**src/rtl/sync_fifo_ctrl_if.sv**
```systemverilog
// Handshake/data bundle between a FIFO user and sync_fifo_ctrl.
// The master drives writes, reads and control; the slave returns data, level and status.
interface sync_fifo_ctrl_if #(
    parameter int unsigned DATA_WIDTH = 32,
    parameter int unsigned SIZE_BITS  = 3
);
    logic [DATA_WIDTH-1:0] data;
    logic                  write_enable;
    logic                  read_enable;
    logic                  flush;
    logic                  clear_errors;
    logic [SIZE_BITS:0]    almost_full_level;
    logic [SIZE_BITS:0]    almost_empty_level;
    logic [DATA_WIDTH-1:0] q;
    logic                  fifo_full;
    logic                  fifo_empty;
    logic                  almost_full;
    logic                  almost_empty;
    logic [SIZE_BITS:0]    level;
    logic                  overflow;
    logic                  underflow;

    modport master (
        output data, write_enable, read_enable, flush, clear_errors,
               almost_full_level, almost_empty_level,
        input  q, fifo_full, fifo_empty, almost_full, almost_empty,
               level, overflow, underflow
    );

    modport slave (
        input  data, write_enable, read_enable, flush, clear_errors,
               almost_full_level, almost_empty_level,
        output q, fifo_full, fifo_empty, almost_full, almost_empty,
               level, overflow, underflow
    );
endinterface

```
**src/rtl/sync_fifo_ctrl.sv**
```systemverilog
// Single-clock FIFO controller with fill level, thresholds, flush, sticky error
// flags and a choice of registered-output or first-word-fall-through read data.
module sync_fifo_ctrl #(
    parameter int unsigned DATA_WIDTH = 32,
    parameter int unsigned FIFO_SIZE  = 8,
    parameter int unsigned SIZE_BITS  = 3,
    parameter int unsigned FWFT       = 0
) (
    input  logic          clock,
    input  logic          reset,
    sync_fifo_ctrl_if.slave bus
);
    localparam int unsigned LVL_W = SIZE_BITS + 1;

    logic [DATA_WIDTH-1:0] mem_q [FIFO_SIZE];
    logic [SIZE_BITS-1:0]  wr_ptr_q, wr_ptr_d;
    logic [SIZE_BITS-1:0]  rd_ptr_q, rd_ptr_d;
    logic [LVL_W-1:0]      level_q, level_d;
    logic                  full_q, full_d;
    logic                  empty_q, empty_d;
    logic                  ovf_q, ovf_d;
    logic                  udf_q, udf_d;
    logic                  rd_acc_c, wr_acc_c, rd_fire_c, wr_fire_c;

    // A write while full only gets in when a read frees the slot in the same cycle.
    always_comb begin
        rd_acc_c  = bus.read_enable & ~empty_q;
        wr_acc_c  = bus.write_enable & (~full_q | rd_acc_c);
        rd_fire_c = rd_acc_c & ~bus.flush;
        wr_fire_c = wr_acc_c & ~bus.flush;
    end

    always_comb begin
        wr_ptr_d = wr_ptr_q;
        rd_ptr_d = rd_ptr_q;
        level_d  = level_q;
        if (bus.flush) begin
            wr_ptr_d = '0;
            rd_ptr_d = '0;
            level_d  = '0;
        end else begin
            if (wr_fire_c) wr_ptr_d = wr_ptr_q + SIZE_BITS'(1);
            if (rd_fire_c) rd_ptr_d = rd_ptr_q + SIZE_BITS'(1);
            if (wr_fire_c && !rd_fire_c)      level_d = level_q + LVL_W'(1);
            else if (rd_fire_c && !wr_fire_c) level_d = level_q - LVL_W'(1);
        end
        full_d  = (level_d == LVL_W'(FIFO_SIZE));
        empty_d = (level_d == '0);
        // Sticky flags: a new error in the clearing cycle still lands.
        ovf_d = (ovf_q & ~bus.clear_errors) | (bus.write_enable & ~wr_acc_c & ~bus.flush);
        udf_d = (udf_q & ~bus.clear_errors) | (bus.read_enable & empty_q & ~bus.flush);
    end

    always_ff @(posedge clock or posedge reset) begin
        if (reset) begin
            wr_ptr_q <= '0;
            rd_ptr_q <= '0;
            level_q  <= '0;
            full_q   <= 1'b0;
            empty_q  <= 1'b1;
            ovf_q    <= 1'b0;
            udf_q    <= 1'b0;
        end else begin
            wr_ptr_q <= wr_ptr_d;
            rd_ptr_q <= rd_ptr_d;
            level_q  <= level_d;
            full_q   <= full_d;
            empty_q  <= empty_d;
            ovf_q    <= ovf_d;
            udf_q    <= udf_d;
        end
    end

    // Storage is deliberately left unreset.
    always_ff @(posedge clock) begin
        if (wr_fire_c) mem_q[wr_ptr_q] <= bus.data;
    end

    if (FWFT != 0) begin : g_fwft
        assign bus.q = mem_q[rd_ptr_q];
    end else begin : g_std
        logic [DATA_WIDTH-1:0] q_q;
        always_ff @(posedge clock or posedge reset) begin
            if (reset)          q_q <= '0;
            else if (bus.flush) q_q <= '0;
            else if (rd_fire_c) q_q <= mem_q[rd_ptr_q];
        end
        assign bus.q = q_q;
    end

    assign bus.level        = level_q;
    assign bus.fifo_full    = full_q;
    assign bus.fifo_empty   = empty_q;
    assign bus.overflow     = ovf_q;
    assign bus.underflow    = udf_q;
    assign bus.almost_full  = (level_q >= bus.almost_full_level);
    assign bus.almost_empty = (level_q <= bus.almost_empty_level);
endmodule

```
**src/flat_wrapper.sv**
```systemverilog
// flat-port wrapper written by rule: the top's interface ports become plain ports
module sync_fifo_ctrl_flat 
#(
    parameter int unsigned DATA_WIDTH = 32,
    parameter int unsigned FIFO_SIZE  = 8,
    parameter int unsigned SIZE_BITS  = 3,
    parameter int unsigned FWFT       = 0
)
  (clock, reset, bus_data, bus_write_enable, bus_read_enable, bus_flush, bus_clear_errors, bus_almost_full_level, bus_almost_empty_level, bus_q, bus_fifo_full, bus_fifo_empty, bus_almost_full, bus_almost_empty, bus_level, bus_overflow, bus_underflow);
  sync_fifo_ctrl_if #(.DATA_WIDTH(DATA_WIDTH), .SIZE_BITS(SIZE_BITS)) bus_i ();
  input  logic clock;
  input  logic reset;
  input wire logic [$bits(bus_i.data)-1:0] bus_data;
  input wire logic [$bits(bus_i.write_enable)-1:0] bus_write_enable;
  input wire logic [$bits(bus_i.read_enable)-1:0] bus_read_enable;
  input wire logic [$bits(bus_i.flush)-1:0] bus_flush;
  input wire logic [$bits(bus_i.clear_errors)-1:0] bus_clear_errors;
  input wire logic [$bits(bus_i.almost_full_level)-1:0] bus_almost_full_level;
  input wire logic [$bits(bus_i.almost_empty_level)-1:0] bus_almost_empty_level;
  output wire logic [$bits(bus_i.q)-1:0] bus_q;
  output wire logic [$bits(bus_i.fifo_full)-1:0] bus_fifo_full;
  output wire logic [$bits(bus_i.fifo_empty)-1:0] bus_fifo_empty;
  output wire logic [$bits(bus_i.almost_full)-1:0] bus_almost_full;
  output wire logic [$bits(bus_i.almost_empty)-1:0] bus_almost_empty;
  output wire logic [$bits(bus_i.level)-1:0] bus_level;
  output wire logic [$bits(bus_i.overflow)-1:0] bus_overflow;
  output wire logic [$bits(bus_i.underflow)-1:0] bus_underflow;
  assign bus_i.data = bus_data;
  assign bus_i.write_enable = bus_write_enable;
  assign bus_i.read_enable = bus_read_enable;
  assign bus_i.flush = bus_flush;
  assign bus_i.clear_errors = bus_clear_errors;
  assign bus_i.almost_full_level = bus_almost_full_level;
  assign bus_i.almost_empty_level = bus_almost_empty_level;
  assign bus_q = bus_i.q;
  assign bus_fifo_full = bus_i.fifo_full;
  assign bus_fifo_empty = bus_i.fifo_empty;
  assign bus_almost_full = bus_i.almost_full;
  assign bus_almost_empty = bus_i.almost_empty;
  assign bus_level = bus_i.level;
  assign bus_overflow = bus_i.overflow;
  assign bus_underflow = bus_i.underflow;
  sync_fifo_ctrl #(.DATA_WIDTH(DATA_WIDTH), .FIFO_SIZE(FIFO_SIZE), .SIZE_BITS(SIZE_BITS), .FWFT(FWFT)) u_core (.clock(clock), .reset(reset), .bus(bus_i));
endmodule
```
**config.mk**
```make
export PLATFORM = sky130hd
export DESIGN_NAME = sync_fifo_ctrl_flat
export DESIGN_NICKNAME = d
export VERILOG_FILES = /design/src/rtl/sync_fifo_ctrl_if.sv /design/src/rtl/sync_fifo_ctrl.sv /design/src/flat_wrapper.sv
export SDC_FILE = /design/constraint.sdc
export NUM_CORES = 1
export LEC_CHECK = 0
export ABC_AREA = 1
export CORE_ASPECT_RATIO = 2
export CORE_UTILIZATION = 30
export CTS_CLUSTER_DIAMETER = 150
export DETAILED_ROUTE_END_ITERATION = 10
export PLACE_DENSITY = 0.46
export SLEW_MARGIN = 30
export SYNTH_ARGS = -nofsm -noshare
export SYNTH_HDL_FRONTEND = slang
export SYNTH_SLANG_ARGS = --single-unit
```
**constraint.sdc**
```tcl
create_clock -name clock -period 3.08 [get_ports clock]
set_clock_uncertainty 0.1 [all_clocks]
set_input_delay 0.462 -clock clock [delete_from_list [all_inputs] [get_ports clock]]
set_output_delay 0.462 -clock clock [all_outputs]
set_load 0.1 [all_outputs]
```
; Word-level counts from Yosys, hierarchy flattened
; Memory sizes are Yosys's and may differ from the RTL's.
; Cells that the tools add are included.
[word_totals]
out_inout_bits = 42
word_cells = 52
memories = 1
in_bits = 46
ramBits = 256
ff_bits = 46
[op_classes]
mux = 11
eq_ne = 1
addsub = 4
reduce_logical = 7
n_lt_le_gt_ge = 2
n_bitwise = 18
[memory_table]
columns = name, depth, width, rd, rd_ports_with_merged_regs, write_ports, line
row1 = u_core.mem_q, 8, 32, 1, 0, 1, sync_fifo_ctrl.sv:15  ; logic [DATA_WIDTH-1:0] mem_q [FIFO_SIZE];
[op_table]
columns = cell, n
row1 = $mux 32, 2
row2 = $mux 3, 4
row3 = $mux 4, 3
row4 = $and 1x1->1, 10
row5 = $add 3x1->3 const B, 2
row6 = $not 1->1, 5
row7 = $add 4x1->4 const B, 1
row8 = $eq 4x4->1 const B, 1
row9 = $ge 4x4->1, 1
row10 = $le 4x4->1, 1
row11 = $logic_not 4->1, 1
row12 = $reduce_bool 2->1, 2
row13 = $sub 4x1->4 const B, 1
row14 = $or 1x1->1, 3
row15 = $logic_and 1x1->1, 2
row16 = $logic_not 1->1, 2
row17 = $mux 1, 2

; Logic depth before layout (Yosys ltp)
[depth]
ltp_word = 11
ltp_mapped = 9

; Worst setup path after synthesis
; OpenSTA, ideal clock, no wires.
[synth_path]
path_kind = register to output
startpoint = reg u_core.level_q[1], in the netlist u_core.bus.level[1]
endpoint = out bus_almost_empty
setup_slack_ns = -1.352
stages_incl_launch_ff = 5
arrival_ns = 3.870
required_time_ns = 2.518
path_cell_list = dfrtp_1 ha_1 a21oi_1 nor2_1 o32ai_1
[synth_via]
elab_chain_len = 1
[synth_rtl]
columns = item, line
row1 = start: declaration, sync_fifo_ctrl.sv:18  ; logic [LVL_W-1:0] level_q, level_d;
row2 = start signal: assignment, sync_fifo_ctrl.sv:66  ; level_q <= level_d;
row3 = $le 4x4->1, sync_fifo_ctrl.sv:97  ; assign bus.almost_empty = (level_q <= bus.almost_empty_level);
row4 = end: declaration, flat_wrapper.sv:24  ; output wire logic [$bits(bus_i.almost_empty)-1:0] bus_almost_empty;
; No other way between the ends.

; Worst setup path after layout
; Same ends and word-level chain as after synthesis.

==> run metrics <==
leakage component of the power 5.22 nW; power density of the placed cells 665 nW/um^2; total wire length after detailed routing 29.6 mm; via count of the first global-routing pass 7788; relative slew slack 57.2%; critical-path cell list ha_1, a21oi_1, nor2_1, o32ai_4, buf_12; Total Nets Final 1121; Final setup violation count 0; top cell types by occurrence after synthesis sky130_fd_sc_hd__edfxtp_1, sky130_fd_sc_hd__nor2_1, sky130_fd_sc_hd__o21ai_0, sky130_fd_sc_hd__nand2_1, sky130_fd_sc_hd__o211ai_1; share of cells above drive strength 1 12.1%; Total Neg Setup Slack 0 ps; Synth top area share 63.3%; run status complete, no violations; estimated wirelength of the detail-placed design 17.7 mm; Initial Utilization 30.6%; Hold Vio Cnt, Final 0; # diodes 0; wire per inst 18.4 um; number of buffers added by the clock tree synthesis step 27; total routing resource utilization after global routing 14.7%; minimum clock period after layout 2640 ps; floorplan die width 144 um; data arrival time of the critical path 2080 ps; Yosys reg bits 302; final weighted congestion in routability-driven placement 0.749; RSZ-0062 raised after global routing no; Worst EP required 2520 ps; Syn. warnings 0; crit path launch type flop; post-DR vias/cell 4.71; number of buffer cells added on primary ports 87; Cell Area, Synth 12100 um^2; Post-Syn Nets 1035; maximum number of pins on one net before global-route repair 132; CTS Buffer Depth 3; GR peak layer met2; slew of the pin with the lowest slew margin 642 ps; Clock Root Buffer sky130_fd_sc_hd__clkbuf_16; clock tree from TritonCTS built; post-cts sizing count 0; Cell Rows 103; CP max stage delay 500 ps; # hold bufs at CTS 0; Detailed Routing Iterations Pass 1 4; top area cells in the synthesized netlist sky130_fd_sc_hd__edfxtp_1, sky130_fd_sc_hd__dfrtp_1, sky130_fd_sc_hd__nor2_1, sky130_fd_sc_hd__o21ai_0, sky130_fd_sc_hd__o211ai_1; antenna viol nets, final 0; core region area 39700 um^2; maximum VDD drop 0.501 mV; Final Slew Violations 0; antenna violations before repair 0; count of pins on the block boundary 88; cell with the largest stage delay on the worst path sky130_fd_sc_hd__dfrtp_1; met2 Track Usage GR 28.0%; total clock sinks 302; DIE HEIGHT 287 um; mean instance size in the synthesized netlist 12.4 um^2; postcts setup bufs 0; count of vias placed by the detailed router 7579; Yosys top cell by area sky130_fd_sc_hd__edfxtp_1; f_max 378 MHz; clock-pin slew reported for the worst setup and hold paths after clock tree synthesis 70 ps; Max-cap violations 0; post-synthesis sequential area ratio 72.8%; core occupancy in the finished layout 36.7%; Global Route met3 Usage 1.65%; wire length of the first global-routing pass 45.4 mm; initial detailed-routing violation count 437; number of flops mapped to enable cells by yosys 256; H-tree depth 1; Total Power Consumption 9.70 mW; highest net fanout along the worst path 9; Worst setup EP type output pin; async set-reset flop share out of synthesis 15.2%; Critical Setup Path Class flop to output pin; most frequent cell after synthesis sky130_fd_sc_hd__edfxtp_1; residual overflow from global routing 0; Syn-to-layout area delta 20.1%; post-detailed-route DRC marker count 0; final critical-path share of the clock period 85.8%; Worst-Skew Late Latency 540 ps; post-synthesis cell type count 26; met1 Usage GRT 16.6%; dominant register cell in the synthesized netlist sky130_fd_sc_hd__edfxtp_1; class of the worst hold path primary input to async pin; Cells after Synth 977; floorplan die area 41400 um^2
==> cells in the final DEF, fill, tap and decap left out, types with 2 or more instances in the layout <==
| master | netlist | routed |
|---|---|---|
| sky130_fd_sc_hd__inv_2 | 3 | 3 |
| sky130_fd_sc_hd__a21oi_1 | 6 | 6 |
| sky130_fd_sc_hd__clkinv_2 | 0 | 4 |
| sky130_fd_sc_hd__o21ai_0 | 133 | 133 |
| sky130_fd_sc_hd__clkdlybuf4s50_1 | 0 | 45 |
| sky130_fd_sc_hd__inv_1 | 28 | 27 |
| sky130_fd_sc_hd__clkbuf_16 | 0 | 27 |
| sky130_fd_sc_hd__o211ai_1 | 65 | 65 |
| sky130_fd_sc_hd__inv_6 | 0 | 2 |
| sky130_fd_sc_hd__nand4_1 | 6 | 6 |
| sky130_fd_sc_hd__clkbuf_1 | 15 | 10 |
| sky130_fd_sc_hd__buf_4 | 0 | 54 |
| sky130_fd_sc_hd__clkbuf_8 | 0 | 2 |
| sky130_fd_sc_hd__nand3_2 | 2 | 2 |
| sky130_fd_sc_hd__bufinv_16 | 0 | 3 |
| sky130_fd_sc_hd__ha_1 | 12 | 12 |
| sky130_fd_sc_hd__dfrtp_1 | 45 | 43 |
| sky130_fd_sc_hd__o32ai_1 | 3 | 2 |
| sky130_fd_sc_hd__nand3_1 | 45 | 45 |
| sky130_fd_sc_hd__nand2_1 | 100 | 100 |
| sky130_fd_sc_hd__edfxtp_1 | 256 | 256 |
| sky130_fd_sc_hd__buf_12 | 0 | 13 |
| sky130_fd_sc_hd__dfrtp_4 | 0 | 2 |
| sky130_fd_sc_hd__nor2_1 | 209 | 200 |
| sky130_fd_sc_hd__nor2_4 | 2 | 11 |
==> sequential cells by signal, indices dropped and copies added, names as in the netlist <==
signal	count
u_core.rd_ptr_q	3
u_core.bus.fifo_full	1
u_core.bus.underflow	1
u_core.wr_ptr_q	3
u_core.bus.fifo_empty	1
u_core.mem_q	256
u_core.bus.overflow	1
u_core.bus.q	32
u_core.bus.level	4
==> report_power, final <==
part	internal (mW)	switching [mW]	total [mW]	leakage, nW
combinational	0.425	1.23	1.65	1.86
clock	1.93	1.46	3.39	0.424
sequential	4.58	0.0807	4.66	2.93
==> metal layers <==
metal / vias to the layer above / share of wire, %
met3: 47 / 2.7
met1: 3751 / 40
met4: 0 / 2.4
met2: 118 / 55
li1: 3663 / -
met5: - / 0
==> kinds of logic after synthesis <==
logic type,share of synthesized area (%)
buf+inv,3.83
simple gates,12.2
compound gates,9.96
fa+ha+maj,1.24
flops,72.8
==> critical path: cells and delay by family (launching register included) <==
kind	cells	cell delay (ps)
flops	1	500
simple gates	1	80
buf+inv	1	210
fa+ha+maj	1	350
compound gates	2	400
==> stage by stage <==
step | cells | cell area (um^2) | worst slack [ps] | hold WS (ps)
2_1_floorplan | 977 | 12200 | -48.6 | 449
3_3_place_gp | 1558 | 13700 | 517 | 367
3_5_place_dp | 1559 | 13700 | 500 | 367
4_1_cts | 1608 | 14600 | 386 | 144
5_1_grt | 1608 | 14600 | 302 | 188
6_report | 1608 | 14600 | 438 | 154
==> worst paths after layout <==
check / from / end / slack [ps] / depth (start not counted)
worst max-delay path: u_core.bus.level[1] / bus_almost_empty / 440 / 5
worst min-delay path: reset / u_core.bus.q[30] / 150 / 2
worst max register to register: u_core.rd_ptr_q[0] / u_core.bus.q[10] / 1000 / 6
worst min register to register: u_core.bus.q[7] / u_core.bus.q[7] / 380 / 2
max in group asynchronous: reset / u_core.bus.fifo_empty / 2040 / 3
min in group clock: u_core.bus.q[7] / u_core.bus.q[7] / 380 / 2
==> area by class of cell <==
type	count	area, um^2
Fill cell	3893	25100
Multi-Input combinational cell	586	2930
Clock buffer	39	741
Timing Repair Buffer	113	1140
Inverter	33	129
Sequential cell	302	8850
Tap cell	525	657
Clock inverter	10	138
Power figures use the tool's default switching activity.
